File: src/rtl/seq_detector_param.sv
// ============================================================================
// Module   : seq_detector_param
// Purpose  : Runtime-programmable Moore serial-pattern detector with overlap
//            mode and optional saturating match counter (MATCH_CNT_EN).
// Revision : 1.0 - initial release
// ============================================================================
`default_nettype none

module seq_detector_param #(
  parameter int unsigned          MAX_LEN     = 8,
  parameter logic [MAX_LEN-1:0]   DEF_PATTERN = 8'b00001011,
  parameter int unsigned          DEF_LEN     = 4,
  parameter bit                   DEF_OVERLAP = 1'b1,
  parameter int unsigned          CNT_W       = 8
) (
  input  logic                         clk,
  input  logic                         reset,
  input  logic                         in_valid,
  input  logic                         in,
  input  logic                         cfg_load,
  input  logic [MAX_LEN-1:0]           cfg_pattern,
  input  logic [$clog2(MAX_LEN):0]     cfg_len,
  input  logic                         cfg_overlap,
  output logic                         cfg_err,
  output logic                         det
`ifdef MATCH_CNT_EN
  ,
  output logic [CNT_W-1:0]             match_cnt
`endif
);

  localparam int unsigned LEN_W = $clog2(MAX_LEN) + 1;
  localparam logic [LEN_W-1:0] c_MAX_LEN = LEN_W'(MAX_LEN);
  localparam logic [LEN_W-1:0] c_DEF_LEN = LEN_W'(DEF_LEN);

  typedef enum logic [1:0] {
    S_EMPTY = 2'd0,
    S_FILL  = 2'd1,
    S_HUNT  = 2'd2,
    S_MATCH = 2'd3
  } state_t;

  state_t               r_state,   w_state_n;
  logic [MAX_LEN-1:0]   r_pattern, w_pattern_n;
  logic [LEN_W-1:0]     r_len,     w_len_n;
  logic                 r_overlap, w_overlap_n;
  logic [MAX_LEN-1:0]   r_hist,    w_hist_n;
  logic [LEN_W-1:0]     r_fill,    w_fill_n;
  logic                 r_cfg_err, w_cfg_err_n;

  logic [MAX_LEN-1:0]   w_hist_shift;
  logic [MAX_LEN-1:0]   w_mask;
  logic [LEN_W-1:0]     w_fill_inc;
  logic                 w_accept;
  logic                 w_cfg_len_ok;
  logic                 w_match;

  assign w_accept     = in_valid & ~cfg_load;
  assign w_cfg_len_ok = (cfg_len != '0) && (cfg_len <= c_MAX_LEN);
  assign w_hist_shift = {r_hist[MAX_LEN-2:0], in};
  assign w_fill_inc   = (r_fill == c_MAX_LEN) ? r_fill : r_fill + 1'b1;

  // Only the low len bits of history and pattern take part in the compare.
  always_comb begin
    w_mask = '0;
    for (int i = 0; i < int'(MAX_LEN); i++) begin
      w_mask[i] = (i < int'(r_len));
    end
  end

  assign w_match = w_accept && (w_fill_inc >= r_len) &&
                   (((w_hist_shift ^ r_pattern) & w_mask) == '0);

  always_comb begin
    w_state_n   = r_state;
    w_pattern_n = r_pattern;
    w_len_n     = r_len;
    w_overlap_n = r_overlap;
    w_hist_n    = r_hist;
    w_fill_n    = r_fill;
    w_cfg_err_n = 1'b0;

    if (cfg_load) begin
      if (w_cfg_len_ok) begin
        w_pattern_n = cfg_pattern;
        w_len_n     = cfg_len;
        w_overlap_n = cfg_overlap;
        w_hist_n    = '0;
        w_fill_n    = '0;
        w_state_n   = S_EMPTY;
      end else begin
        w_cfg_err_n = 1'b1;
      end
    end else if (in_valid) begin
      w_hist_n = w_hist_shift;
      if (w_match) begin
        w_state_n = S_MATCH;
        // Non-overlap: forget the consumed bits so the next hit needs len fresh ones.
        w_fill_n  = r_overlap ? w_fill_inc : '0;
      end else begin
        w_fill_n  = w_fill_inc;
        w_state_n = (w_fill_inc >= r_len) ? S_HUNT : S_FILL;
      end
    end
  end

  always_ff @(posedge clk) begin
    if (reset) begin
      r_state   <= S_EMPTY;
      r_pattern <= DEF_PATTERN;
      r_len     <= c_DEF_LEN;
      r_overlap <= DEF_OVERLAP;
      r_hist    <= '0;
      r_fill    <= '0;
      r_cfg_err <= 1'b0;
    end else begin
      r_state   <= w_state_n;
      r_pattern <= w_pattern_n;
      r_len     <= w_len_n;
      r_overlap <= w_overlap_n;
      r_hist    <= w_hist_n;
      r_fill    <= w_fill_n;
      r_cfg_err <= w_cfg_err_n;
    end
  end

  assign det     = (r_state == S_MATCH);
  assign cfg_err = r_cfg_err;

`ifdef MATCH_CNT_EN
  logic [CNT_W-1:0] r_match_cnt;

  always_ff @(posedge clk) begin
    if (reset) begin
      r_match_cnt <= '0;
    end else if (cfg_load && w_cfg_len_ok) begin
      r_match_cnt <= '0;
    end else if (w_match && (r_match_cnt != '1)) begin
      r_match_cnt <= r_match_cnt + 1'b1;
    end
  end

  assign match_cnt = r_match_cnt;
`endif

endmodule

`default_nettype wire
File: config.mk
export PLATFORM = sky130hd
export DESIGN_NAME = seq_detector_param
export DESIGN_NICKNAME = d
export VERILOG_FILES = /design/src/rtl/seq_detector_param.sv
export SDC_FILE = /design/constraint.sdc
export NUM_CORES = 1
export LEC_CHECK = 0
export CAP_MARGIN = 20
export CELL_PAD_IN_SITES_DETAIL_PLACEMENT = 1
export CELL_PAD_IN_SITES_GLOBAL_PLACEMENT = 1
export CORE_ASPECT_RATIO = 1.75
export CORE_UTILIZATION = 43
export CTS_CLUSTER_DIAMETER = 100
export DETAILED_ROUTE_END_ITERATION = 8
export GPL_ROUTABILITY_DRIVEN = 0
export PLACE_DENSITY_LB_ADDON = 0.1
export REMOVE_ABC_BUFFERS = 1
export SYNTH_ARGS = -nofsm -noshare
export SYNTH_HDL_FRONTEND = slang
export SYNTH_SLANG_ARGS = --single-unit
File: constraint.sdc
create_clock -name clk -period 6.6 [get_ports clk]
set_clock_uncertainty 0.1 [all_clocks]
set_input_delay 1.32 -clock clk [delete_from_list [all_inputs] [get_ports clk]]
set_output_delay 1.32 -clock clk [all_outputs]
set_load 0.01 [all_outputs]
* Word level (Yosys, flattened, before mapping)
Cells that the tools add are included.
Word-level totals: logic and storage cells 49, bits of input ports 18, register bits 27, output and inout port bits 2
Operators by class: bitwise logic cells 4, reductions and logical operators 9, add/sub/neg operators 1, equality and inequality tests 3, magnitude comparators 10, mux-type cells 15
Operators by type and width (count):
- 2-to-1 mux 4 bit | 6
- 2-to-1 mux 7 bit | 3
- less-than comparator 3 x 4 -> 1 bit, first input constant | 4
- 2-to-1 mux 2 bit | 5
- bitwise AND 8 bit | 1
- logical NOT 8 bit | 1
- less-than comparator 1 x 4 -> 1 bit, first input constant | 2
- less-than comparator 2 x 4 -> 1 bit, first input constant | 2
- XOR 8 bit | 1
- adder 4 x 1 -> 4 bit, second input constant | 1
- equality test 4 bit, second input constant | 1
- greater-or-equal comparator 4 bit | 1
- less-or-equal comparator 4 bit, second input constant | 1
- AND reduction 2 bit | 2
- nonzero test 4 bit | 1
- logical AND 1 bit | 3
- equality test 2 bit, second input constant | 1
- inequality test 2 x 1 -> 1 bit, second input constant | 1
- nonzero test 2 bit | 1
- OR reduction 2 bit | 1
- bitwise AND 1 bit | 1
- 2-to-1 mux 1 bit | 1
- inverter 1 bit | 1

* Depth between registers and ports, before layout
Gate-level depths: netlist of the first run.
depth in word-level cells 8, mapped depth 11, mapped depth without buffers 11

* Worst setup path before layout of the first run
Ideal clock, no wire load.
kind input-to-reg, start input port cfg_len[0], end register r_overlap, stages 5, required time 6.379 ns, library setup time 0.121 ns, arrival 2.359 ns, buffers on the path 1, setup slack 4.020 ns, cell sequence or4_4 -> nand3_2 -> buf_8 -> mux2i_1 -> nand2_1
On the way: cells in the longest elaborated chain, start to end 3, elaborated cells between the ends (all ways) 4, those cells by class order compare: 1; reduce/logical: 3
RTL lines:
- from (decl) | line 22 | input logic [$clog2(MAX_LEN):0] cfg_len,
- less-or-equal comparator 4 bit or nonzero test 4 bit (tied branches) | line 59 | assign w_cfg_len_ok = (cfg_len != '0) && (cfg_len <= c_MAX_LEN);
- logical AND 1 bit * | line 59
- AND reduction 2 bit (no line) *
- to (signal assigned) | line 120 | r_overlap <= w_overlap_n;
- to (decl) | line 46 | logic r_overlap, w_overlap_n;
Every way passes the cells marked *; elsewhere a longest branch is shown, timed or not. A chain may end at the register's enable or synchronous reset.

* Worst setup path after layout of the first run
start input port cfg_len[0], end register r_fill[3]
On the way: cells in the longest elaborated chain, start to end 4, elaborated cells between the ends (all ways) 5, those cells by class order compare: 1; eq/ne: 1; reduce/logical: 3
RTL lines:
- less-or-equal comparator 4 bit or nonzero test 4 bit (tied branches) | line 59
- logical AND 1 bit * | line 59
- inequality test 2 x 1 -> 1 bit (no line) *
- AND reduction 2 bit (no line) *
- to (signal assigned) | line 122 | r_fill <= w_fill_n;
- to (decl) | line 48 | logic [LEN_W-1:0] r_fill, w_fill_n;
Marked as above.

==> impl_results.md, run 1 <==
- Layout area overhead: 17.0%
- Share of synthesized area occupied by flip-flops and latches: 39.0%
- Flip-flop and latch count after synthesis: 27
- Post-synthesis cell count: 159
- Period minus WS final: 3.38 ns
- Fraction of layout cells with a size suffix above 1: 6.29%
- Reported max-cap violation count: 0
- Result of the run: finished, final reports clean
- First-pass GRT wire length: 5210 microns
- Combined area of all synthesized cells: 0.00139 sq mm
- CP Max Fanout: 23
- TritonCTS clock tree: done
- Largest cells by area after synthesis: sky130_fd_sc_hd__dfxtp_1 39%, sky130_fd_sc_hd__mux2i_1 9.4%, sky130_fd_sc_hd__nand2_1 6.5%
- Total power draw: 318 uW
- Crit path required time: 6.68 ns
- Path type of the worst min-delay path: flip-flop to flip-flop
- Peak supply drop: 0.000132 V
- Setup tns final: 0 ns
- Aggregate routed wire length: 3150 microns
- Sink count of the clock tree: 27
- Warning count from the yosys run: 0
- HPWL after DPL: 2460 microns
- Cell type with the largest total area after synthesis: sky130_fd_sc_hd__dfxtp_1
- WHS: 0.387 ns
- Final count of pins violating max slew: 0
- Initial antenna violation count: 0
- Hold Buf Count CTS: 0
- Remaining design rule violation count: 0
- Count of cells resized by post-cts repair: 0
- Worst slew margin relative to its limit: 42.8%
- # diodes: 0
- Core area: 0.00299 sq mm
- Leading cell types by count after synthesis: 27 x sky130_fd_sc_hd__dfxtp_1, 24 x sky130_fd_sc_hd__nand2_1, 13 x sky130_fd_sc_hd__a21oi_1, 13 x sky130_fd_sc_hd__mux2i_1
- # fillers: 373
- Post-CTS repair timing setup buffer count: 0
- Final hold violations: 0
- Final worst setup slack: 3.22 ns
- Setup repair after global routing missed its margin: false
- Inserted Clock Buffers: 3
- Final std cells w/o fill: 217
- Deepest level of the CTS H-tree: 1
- Number of placed cells counting well taps: 213
- Library cells used by synthesis: 33
- Largest incremental delay on the critical path: 0.58 ns
- GRT Util Overall: 20.6%
- Main flop type after synthesis: sky130_fd_sc_hd__dfxtp_1
- Insertion delay to the later sink of the worst-skew pair: 0.28 ns
- Tcrit/Tclk final: 51.2%
- Via count of the first global-routing pass: 1240
- Pre-CTS setup slack: 2.90 ns
- Clk pin slew, worst setup/hold paths: 0.09 ns
- Max Freq: 296 MHz
- Arrival time at the worst endpoint: 3.46 ns
- Detailed-route via count: 1153
- Pin count of the biggest net entering global routing: 24
- Ports placed on the boundary: 20
- Chain of cells forming the critical path: clkdlybuf4s50_1 -> o31ai_1 -> nand3_2 -> and3_2 -> nand2_1 -> o21ai_0
- Total leakage power: 0.000645 uW
- Overflow left after global routing: 0
- Critical path start-end classification: input pin to flip-flop
- Via-per-instance ratio: 5.31
- Critical-path top delay cell: sky130_fd_sc_hd__nand3_2
- Total power per unit cell area: 197 mW/mm^2
- Number of nets with antenna violations after routing: 0
- Post-layout nets: 200
- Number of buffers inserted by port buffering: 19
- Buffer levels on the longest clock path: 2
- Count of TritonRoute iterations in the first routing pass: 3
- Number of setup violations in the final report: 0
- Startpoint types: input pin
- Capturing element type of the critical path: flip-flop
- Transition time at the pin with the least slew margin: 0.857 ns
- Routed wire per std cell: 14.5 microns
- Share of async-settable or async-resettable flops after synthesis: 0%
- Area fraction of the dominant cell type after synthesis: 39.0%
- Die outline area: 0.00346 sq mm
- Synthesized area per cell: 8.71 sq um
- Root Buffer Master: sky130_fd_sc_hd__clkbuf_8
- Leading cell type by number of instances after synthesis: sky130_fd_sc_hd__dfxtp_1
- Starting utilization of the core area: 46.3%
- Drt initial violations: 4
- DIE WIDTH: 44.9 microns
- Cell Rows: 26
- Number of enable-type register cells in the synthesized netlist: 0
- Die outline height: 77.1 microns
[final timing paths]
path | startpoint | endpoint | slack [ns] | cells past startpoint
max | cfg_len[0] | r_fill[3]$_SDFFE_PP0P_ | 3.22 | 6
min | r_state[1]$_SDFFE_PP0P_ | r_state[1]$_SDFFE_PP0P_ | 0.39 | 2
max reg2reg | r_fill[0]$_SDFFE_PP0P_ | r_fill[0]$_SDFFE_PP0P_ | 4.05 | 11
min reg2reg | r_state[1]$_SDFFE_PP0P_ | r_state[1]$_SDFFE_PP0P_ | 0.39 | 2
[logic make-up after synthesis]
family	count (synthesis)	synth area share [%]
AND/OR/NAND/NOR	58	20.5
AO/OA/AOI/OAI	32	13.8
flip-flops	27	39.0
buffers and inverters	13	5.51
multiplexers	13	9.39
XOR/XNOR	10	6.32
adder cells (fa/ha/maj)	6	5.42
[through the flow]
stage	utilization (%)	cell area (sq um)
floorplan	-	1330
global placement	52.6	1570
detailed placement	52.6	1570
CTS	54.1	1620
global route	54.1	1620
finish	54.1	1620
[flip-flops by register name (all words and copies together) (netlist names)]
register and flops:
r_hist 7, r_pattern 8, r_len 4, r_overlap 1, r_state 2, r_fill 4
cfg_err 1
[where the power goes]
part	switching [uW]	leakage [uW]	internal [uW]	total [uW]
combinational	22.9	0.000400	24.3	47.2
sequential	5.52	0.000220	169	174
clock	54.5	0.0000255	42.5	97.0
[routing by layer]
metal / global-route usage, % / part of all wire, % / vias up
met5: 0 / 0 / -
met4: 11.5 / 2.3 / 0
met3: 2.35 / 2.1 / 5
met2: 40.0 / 58 / 15
met1: 18.7 / 38 / 552
li1: - / - / 581
[critical path, delay by kind of cell]
family	cells	cell delay (ns)
and+or+nand+nor	3	1.14
buffers and inverters	1	0.48
AOI/OAI and AO/OA	2	0.51
[placed cells by master (no fill, tap or decap)]
cell type and n:
sky130_fd_sc_hd__o21ai_2 1, sky130_fd_sc_hd__o21a_1 1, sky130_fd_sc_hd__nand3_1 11, sky130_fd_sc_hd__mux2i_1 13
sky130_fd_sc_hd__nor2_1 11, sky130_fd_sc_hd__xnor2_1 7, sky130_fd_sc_hd__nand2_1 24, sky130_fd_sc_hd__and4bb_2 1
sky130_fd_sc_hd__and2_1 1, sky130_fd_sc_hd__inv_1 6, sky130_fd_sc_hd__dfxtp_1 27, sky130_fd_sc_hd__nand4_1 1
sky130_fd_sc_hd__a2bb2oi_1 1, sky130_fd_sc_hd__clkdlybuf4s50_1 19, sky130_fd_sc_hd__a21oi_1 13, sky130_fd_sc_hd__and3_2 1
sky130_fd_sc_hd__nand3_2 1, sky130_fd_sc_hd__ha_1 6, sky130_fd_sc_hd__clkbuf_8 3, sky130_fd_sc_hd__nor3_1 1
sky130_fd_sc_hd__or4_4 1, sky130_fd_sc_hd__o21ai_0 11, sky130_fd_sc_hd__nor2b_1 1, sky130_fd_sc_hd__nor4b_1 1
sky130_fd_sc_hd__o311a_1 1, sky130_fd_sc_hd__a311oi_1 1, sky130_fd_sc_hd__or3_4 1, sky130_fd_sc_hd__o31ai_1 2
sky130_fd_sc_hd__xor2_1 3, sky130_fd_sc_hd__clkinv_2 1, sky130_fd_sc_hd__nand2b_1 2, sky130_fd_sc_hd__a22oi_2 1
[layout make-up]
class	count	area [sq um]	area share (%)
Sequential cell	27	541	33.4
Tap cell	42	52.6	3.24
Clock inverter	1	5.00	0.309
Multi-Input combinational cell	119	768	47.4
Timing Repair Buffer	19	190	11.7
Clock buffer	3	41.3	2.55
Inverter	6	22.5	1.39
No activity file was read; power rests on OpenSTA's default activity.
==> inputs of run 2 (changes only) <==
--- a/config.mk
+++ b/config.mk
@@ -9,7 +9,7 @@
 export CELL_PAD_IN_SITES_DETAIL_PLACEMENT = 1
 export CELL_PAD_IN_SITES_GLOBAL_PLACEMENT = 1
 export CORE_ASPECT_RATIO = 1.75
-export CORE_UTILIZATION = 43
+export CORE_UTILIZATION = 40
 export CTS_CLUSTER_DIAMETER = 100
 export DETAILED_ROUTE_END_ITERATION = 8
 export GPL_ROUTABILITY_DRIVEN = 0
==> constraint.sdc (replaced) <==
create_clock -name clk -period 3.4 [get_ports clk]
set_clock_uncertainty 0.1 [all_clocks]
set_input_delay 0.68 -clock clk [delete_from_list [all_inputs] [get_ports clk]]
set_output_delay 0.68 -clock clk [all_outputs]
set_load 0.01 [all_outputs]
==> run 2 against run 1 <==
Worst setup slack worse by 2.5 ns. Sequential power up 94%. Global-route usage shrank 1.2 points. Critical endpoint unchanged. Largest cell class unchanged. Sequential cell count unchanged. Count of clock-buffer cells in the layout did not move. Final area up 1.0%. Sequential share of layout area fell by 0.33 points. Via count is 0.17% higher. Critical path depth is the same. Non-clock buffer count rose by 2. Combinational power grew 99%.
==> impl_results.md, run 2 (same netlist as run 1, synthesis figures left out) <==
- Die outline area: 0.00371 sq mm
- Tcrit/Tclk final: 77.5%
- Ports placed on the boundary: 20
- Root Buffer Master: sky130_fd_sc_hd__clkbuf_8
- Max Freq: 380 MHz
- Deepest level of the CTS H-tree: 1
- Peak supply drop: 0.000260 V
- Most frequent standard cell in the layout excluding fill and tap cells: sky130_fd_sc_hd__dfxtp_1
- DIE WIDTH: 46.5 microns
- Register with the highest flop count: r_pattern
- Final hold violations: 0
- Hold Buf Count CTS: 0
- Period minus WS final: 2.63 ns
- Count of cells resized by post-cts repair: 0
- Largest register FFs: 8
- Reg2reg start: r_fill[0]$_SDFFE_PP0P_
- Remaining design rule violation count: 0
- Category of cells accounting for the largest share of critical-path delay: simple AND/OR/NAND/NOR gates
- Setup tns final: 0 ns
- Post-CTS repair timing setup buffer count: 0
- Number of setup violations in the final report: 0
- # diodes: 0
- Commonest non-fill, non-tap cells in the layout: 27 x sky130_fd_sc_hd__dfxtp_1, 24 x sky130_fd_sc_hd__nand2_1, 19 x sky130_fd_sc_hd__clkdlybuf4s50_1
- Crit path required time: 3.47 ns
- Total power draw: 617 uW
- Final count of pins violating max slew: 0
- Chain of cells forming the critical path: clkdlybuf4s50_1 -> o31ai_1 -> nand3_2 -> and3_2 -> nand2_1 -> o21ai_0
- Arrival time at the worst endpoint: 2.70 ns
- Final worst setup slack: 0.765 ns
- # fillers: 400
- R2R Path End: r_fill[0]$_SDFFE_PP0P_
- GRT Util Overall: 19.4%
- Reported max-cap violation count: 0
- Cells on worst reg2reg path: 11
- Die outline height: 79.8 microns
- Via-per-instance ratio: 5.25
- First-pass GRT wire length: 5240 microns
- Routed wire per std cell: 14.4 microns
- Path type of the worst min-delay path: flip-flop to flip-flop
- Number of buffers inserted by port buffering: 19
- Initial antenna violation count: 0
- Buffers & Inverters on Critical Path: 1
- Total power per unit cell area: 377 mW/mm^2
- Pin count of the biggest net entering global routing: 24
- Insertion delay to the later sink of the worst-skew pair: 0.27 ns
- Sink count of the clock tree: 27
- Capturing element type of the critical path: flip-flop
- Cell Rows: 27
- Result of the run: finished, final reports clean
- Inserted Clock Buffers: 3
- Startpoint types: input pin
- HPWL after DPL: 2460 microns
- Total leakage power: 0.000655 uW
- Detailed-route via count: 1155
- CP Depth: 6
- Overflow left after global routing: 0
- Clk pin slew, worst setup/hold paths: 0.09 ns
- Largest incremental delay on the critical path: 0.55 ns
- TritonCTS clock tree: done
- Starting utilization of the core area: 43.2%
- Via count of the first global-routing pass: 1260
- Fraction of layout cells with a size suffix above 1: 7.34%
- Setup repair after global routing missed its margin: false
- Worst setup path start: cfg_len[0]
- Critical-path top delay cell: sky130_fd_sc_hd__nand3_2
- Internal reg-to-reg setup slack: 0.93 ns
- Critical path start-end classification: input pin to flip-flop
- Largest registers: r_pattern: 8 flops, r_hist: 7 flops
- Count of TritonRoute iterations in the first routing pass: 3
- Number of nets with antenna violations after routing: 0
- Worst slew margin relative to its limit: 60.5%
- Worst setup path endpoint: r_fill[3]$_SDFFE_PP0P_
- Post-layout nets: 202
- CP Max Fanout: 23
- Transition time at the pin with the least slew margin: 0.592 ns
- Drt initial violations: 10
- Core area: 0.00321 sq mm
- Pre-CTS setup slack: 0.430 ns
- Aggregate routed wire length: 3180 microns
- Buffer levels on the longest clock path: 2
- Layout area overhead: 18.2%
-- run 2: how the worst min path moves through the flow --
stage,startpoint,to,cells past startpoint
2_1_floorplan,r_state[1]$_SDFFE_PP0P_,r_state[1]$_SDFFE_PP0P_,2
3_3_place_gp,r_state[1]$_SDFFE_PP0P_,r_state[1]$_SDFFE_PP0P_,2
3_5_place_dp,r_state[1]$_SDFFE_PP0P_,r_state[1]$_SDFFE_PP0P_,2
4_1_cts,r_hist[3]$_SDFFE_PP0P_,r_hist[4]$_SDFFE_PP0P_,2
5_1_grt,r_hist[3]$_SDFFE_PP0P_,r_hist[4]$_SDFFE_PP0P_,2
6_report,r_hist[3]$_SDFFE_PP0P_,r_hist[4]$_SDFFE_PP0P_,2
-- run 2: power by group --
group	internal, uW	total (uW)	switching [uW]
clock	82.3	185	103
sequential	328	338	10.4
combinational	48.7	93.9	45.2
total	459	617	158
-- run 2: area by class of cell --
cell class                 instances  area, sq um  share of cell area, %
multi-input combinational        119          768                   46.9
sequential                        27          541                   33.0
timing repair buffer              21          205                   12.5
tap                               43         53.8                   3.29
clock buffer                       3         41.3                   2.52
inverter                           6         22.5                   1.38
clock inverter                     1         5.00                  0.306
-- run 2: stage by stage --
step	util (%)	hold slack, ns	cells	area [sq um]
after floorplan	-	0.337	152	1330
after global placement	49.6	0.357	216	1590
after detailed placement	49.6	0.380	216	1590
after CTS	51.0	0.395	220	1640
after global routing	51.0	0.418	220	1640
final	51.0	0.389	220	1640
-- run 2: worst reg2reg max path: stages, from the launching register on --
cell and delay, ns:
sky130_fd_sc_hd__dfxtp_1 0.41, sky130_fd_sc_hd__inv_1 0.09, sky130_fd_sc_hd__ha_1 0.20, sky130_fd_sc_hd__nand2_1 0.11, sky130_fd_sc_hd__nor2_1 0.06, sky130_fd_sc_hd__xnor2_1 0.13
sky130_fd_sc_hd__ha_1 0.27, sky130_fd_sc_hd__nand2b_1 0.09, sky130_fd_sc_hd__a21oi_1 0.06, sky130_fd_sc_hd__o21ai_0 0.36, sky130_fd_sc_hd__nand2_1 0.15, sky130_fd_sc_hd__o311a_1 0.34
-- run 2: routing by layer --
metal	global-route usage (%)	vias up	part of all wire (%)	routed length (microns)
met5	0	-	0	0
li1	-	583	-	-
met4	7.35	0	2.4	75
met1	19.3	553	39	1250
met2	37.5	12	57	1820
met3	2.04	7	1.1	36
==> inputs of run 3 (changes only) <==
==> constraint.sdc (replaced) <==
create_clock -name clk -period 2.7 [get_ports clk]
set_clock_uncertainty 0.1 [all_clocks]
set_input_delay 0.54 -clock clk [delete_from_list [all_inputs] [get_ports clk]]
set_output_delay 0.54 -clock clk [all_outputs]
set_load 0.01 [all_outputs]
==> run 3 against run 2 <==
Final area rose by 1.2%. Via count is 3.0% higher. Clock power rose by 27%. Largest cell class unchanged. First-iteration DRC count grew to 3.1 times the previous value. Critical endpoint is now r_fill[0]$_SDFFE_PP0P_. Hold slack got worse by 0.012 ns. Non-clock buffer count rose by 1.
==> impl_results.md, run 3 (same netlist as run 1, synthesis figures left out) <==
- Via count of the first global-routing pass: 1287
- Hold-critical path endpoint: r_state[1]$_SDFFE_PP0P_
- Total power draw: 785 uW
- CP Max Fanout: 5
- Setup repair after global routing missed its margin: false
- Critical path start-end classification: flip-flop to flip-flop
- Remaining design rule violation count: 0
- Final count of pins violating max slew: 0
- DIE WIDTH: 46.5 microns
- Number of nets with antenna violations after routing: 0
- Aggregate routed wire length: 3330 microns
- Count of cells resized by post-cts repair: 0
- Insertion delay to the later sink of the worst-skew pair: 0.28 ns
- Category of cells accounting for the largest share of critical-path delay: compound AO/OA/AOI/OAI gates
- Core area: 0.00321 sq mm
- Number of setup violations in the final report: 0
- Post-layout nets: 203
- Cell depth of the worst min-delay path: 2
- Critical-path top delay cell: sky130_fd_sc_hd__dfxtp_1
- Launch instance of the worst min-delay path: r_state[1]$_SDFFE_PP0P_
- Peak supply drop: 0.000273 V
- Chain of cells forming the critical path: inv_1 -> ha_1 -> nand2_1 -> nor2_1 -> xnor2_1 -> ha_1 -> nand2b_1 -> a21oi_1 -> o21ai_0 -> nand2_1 -> o311a_1
- # fillers: 392
- Starting utilization of the core area: 43.2%
- Detailed-route via count: 1190
- Cells on worst reg2reg path: 11
- Result of the run: finished, final reports clean
- Clk pin slew, worst setup/hold paths: 0.09 ns
- Cell Rows: 27
- Path type of the worst min-delay path: flip-flop to flip-flop
- Period minus WS final: 2.43 ns
- Buffers & Inverters on Critical Path: 1
- Via-per-instance ratio: 5.38
- Ports placed on the boundary: 20
- Pin count of the biggest net entering global routing: 19
- Tcrit/Tclk final: 89.9%
- Reg2reg start: r_fill[0]$_SDFFE_PP0P_
- Drt initial violations: 31
- Largest registers: r_pattern: 8 flops, r_hist: 7 flops
- Total leakage power: 0.000665 uW
- TritonCTS clock tree: done
- Hold Buf Count CTS: 0
- Max Freq: 412 MHz
- Arrival time at the worst endpoint: 2.50 ns
- Largest register FFs: 8
- Layout area overhead: 19.6%
- Crit path required time: 2.77 ns
- R2R Path End: r_fill[0]$_SDFFE_PP0P_
- Setup tns final: 0 ns
- Worst slew margin relative to its limit: 72.4%
- Initial antenna violation count: 0
- Register with the highest flop count: r_pattern
- Commonest non-fill, non-tap cells in the layout: 27 x sky130_fd_sc_hd__dfxtp_1, 24 x sky130_fd_sc_hd__nand2_1, 19 x sky130_fd_sc_hd__clkdlybuf4s50_1
- Most frequent standard cell in the layout excluding fill and tap cells: sky130_fd_sc_hd__dfxtp_1
- Post-CTS repair timing setup buffer count: 0
- Fraction of layout cells with a size suffix above 1: 7.87%
- # diodes: 0
- Deepest level of the CTS H-tree: 1
- Inserted Clock Buffers: 3
- Overflow left after global routing: 0
- Count of TritonRoute iterations in the first routing pass: 4
- GRT Util Overall: 20.5%
- Final hold violations: 0
- Capturing element type of the critical path: flip-flop
- Transition time at the pin with the least slew margin: 0.411 ns
- Internal reg-to-reg setup slack: 0.27 ns
- Die outline height: 79.8 microns
- Total power per unit cell area: 474 mW/mm^2
- Root Buffer Master: sky130_fd_sc_hd__clkbuf_8
- Startpoint types: flip-flop
- HPWL after DPL: 2660 microns
- Sink count of the clock tree: 27
- Die outline area: 0.00371 sq mm
- Buffer levels on the longest clock path: 2
- First-pass GRT wire length: 5540 microns
- Reported max-cap violation count: 0
- Number of buffers inserted by port buffering: 19
- Routed wire per std cell: 15.1 microns
- Largest incremental delay on the critical path: 0.42 ns
## run 3: cell types whose count changed in the layout (fill, tap and decap cells not counted)
cell / before / now
sky130_fd_sc_hd__buf_12: 0 / 1
## run 3: power by group
group | internal [uW] | total [uW] | switching (uW) | leakage [uW]
Combinational | 64.7 | 123 | 58.7 | 0.000420
Clock | 104 | 235 | 132 | 0.0000255
Sequential | 412 | 426 | 13.5 | 0.000220
## run 3: worst max-delay path by stage
stage / from / end / slack, ns / depth (start not counted)
finish: r_fill[0]$_SDFFE_PP0P_ / r_fill[0]$_SDFFE_PP0P_ / 0.27 / 11
detailed placement: cfg_len[0] / r_len[2]$_SDFFE_PP1P_ / 0.15 / 6
floorplan: r_fill[0]$_SDFFE_PP0P_ / r_fill[0]$_SDFFE_PP0P_ / 0.58 / 11
CTS: r_fill[0]$_SDFFE_PP0P_ / r_fill[0]$_SDFFE_PP0P_ / 0.28 / 11
global placement: cfg_len[0] / r_len[2]$_SDFFE_PP1P_ / 0.20 / 6
global route: r_fill[0]$_SDFFE_PP0P_ / r_fill[0]$_SDFFE_PP0P_ / 0.08 / 11
## run 3: per-stage QoR
step	utilization [%]	instance area [sq um]	hold WS, ns	instances	worst slack [ns]
final	51.6	1660	0.377	221	0.274
after detailed placement	50.2	1610	0.363	217	0.152
after CTS	51.6	1660	0.377	221	0.278
after global placement	50.2	1610	0.353	217	0.204
after global routing	51.6	1660	0.406	221	0.0836
after floorplan	-	1330	0.337	152	0.581
## run 3: layer usage
layer / vias to the layer above / share of wire (%) / wire length [microns] / track usage, %
li1: 590 / - / - / -
met1: 581 / 40 / 1330 / 21.0
met2: 12 / 57 / 1900 / 39.2
met3: 7 / 1.4 / 46 / 2.49
met4: 0 / 1.6 / 53 / 6.76
met5: - / 0 / 0 / 0
## run 3: area by class of cell
class	count	area, sq um	area share, %
timing repair buffer	22	225	13.6
tap	43	53.8	3.25
multi-input combinational	119	768	46.4
inverter	6	22.5	1.36
clock buffer	3	41.3	2.49
sequential	27	541	32.6
clock inverter	1	5.00	0.302
## run 3: worst register-to-register path, stage by stage (launching register included)
cell and delay (ns):
sky130_fd_sc_hd__dfxtp_1 0.42, sky130_fd_sc_hd__inv_1 0.10, sky130_fd_sc_hd__ha_1 0.21, sky130_fd_sc_hd__nand2_1 0.10, sky130_fd_sc_hd__nor2_1 0.06, sky130_fd_sc_hd__xnor2_1 0.13
sky130_fd_sc_hd__ha_1 0.26, sky130_fd_sc_hd__nand2b_1 0.10, sky130_fd_sc_hd__a21oi_1 0.06, sky130_fd_sc_hd__o21ai_0 0.29, sky130_fd_sc_hd__nand2_1 0.14, sky130_fd_sc_hd__o311a_1 0.35
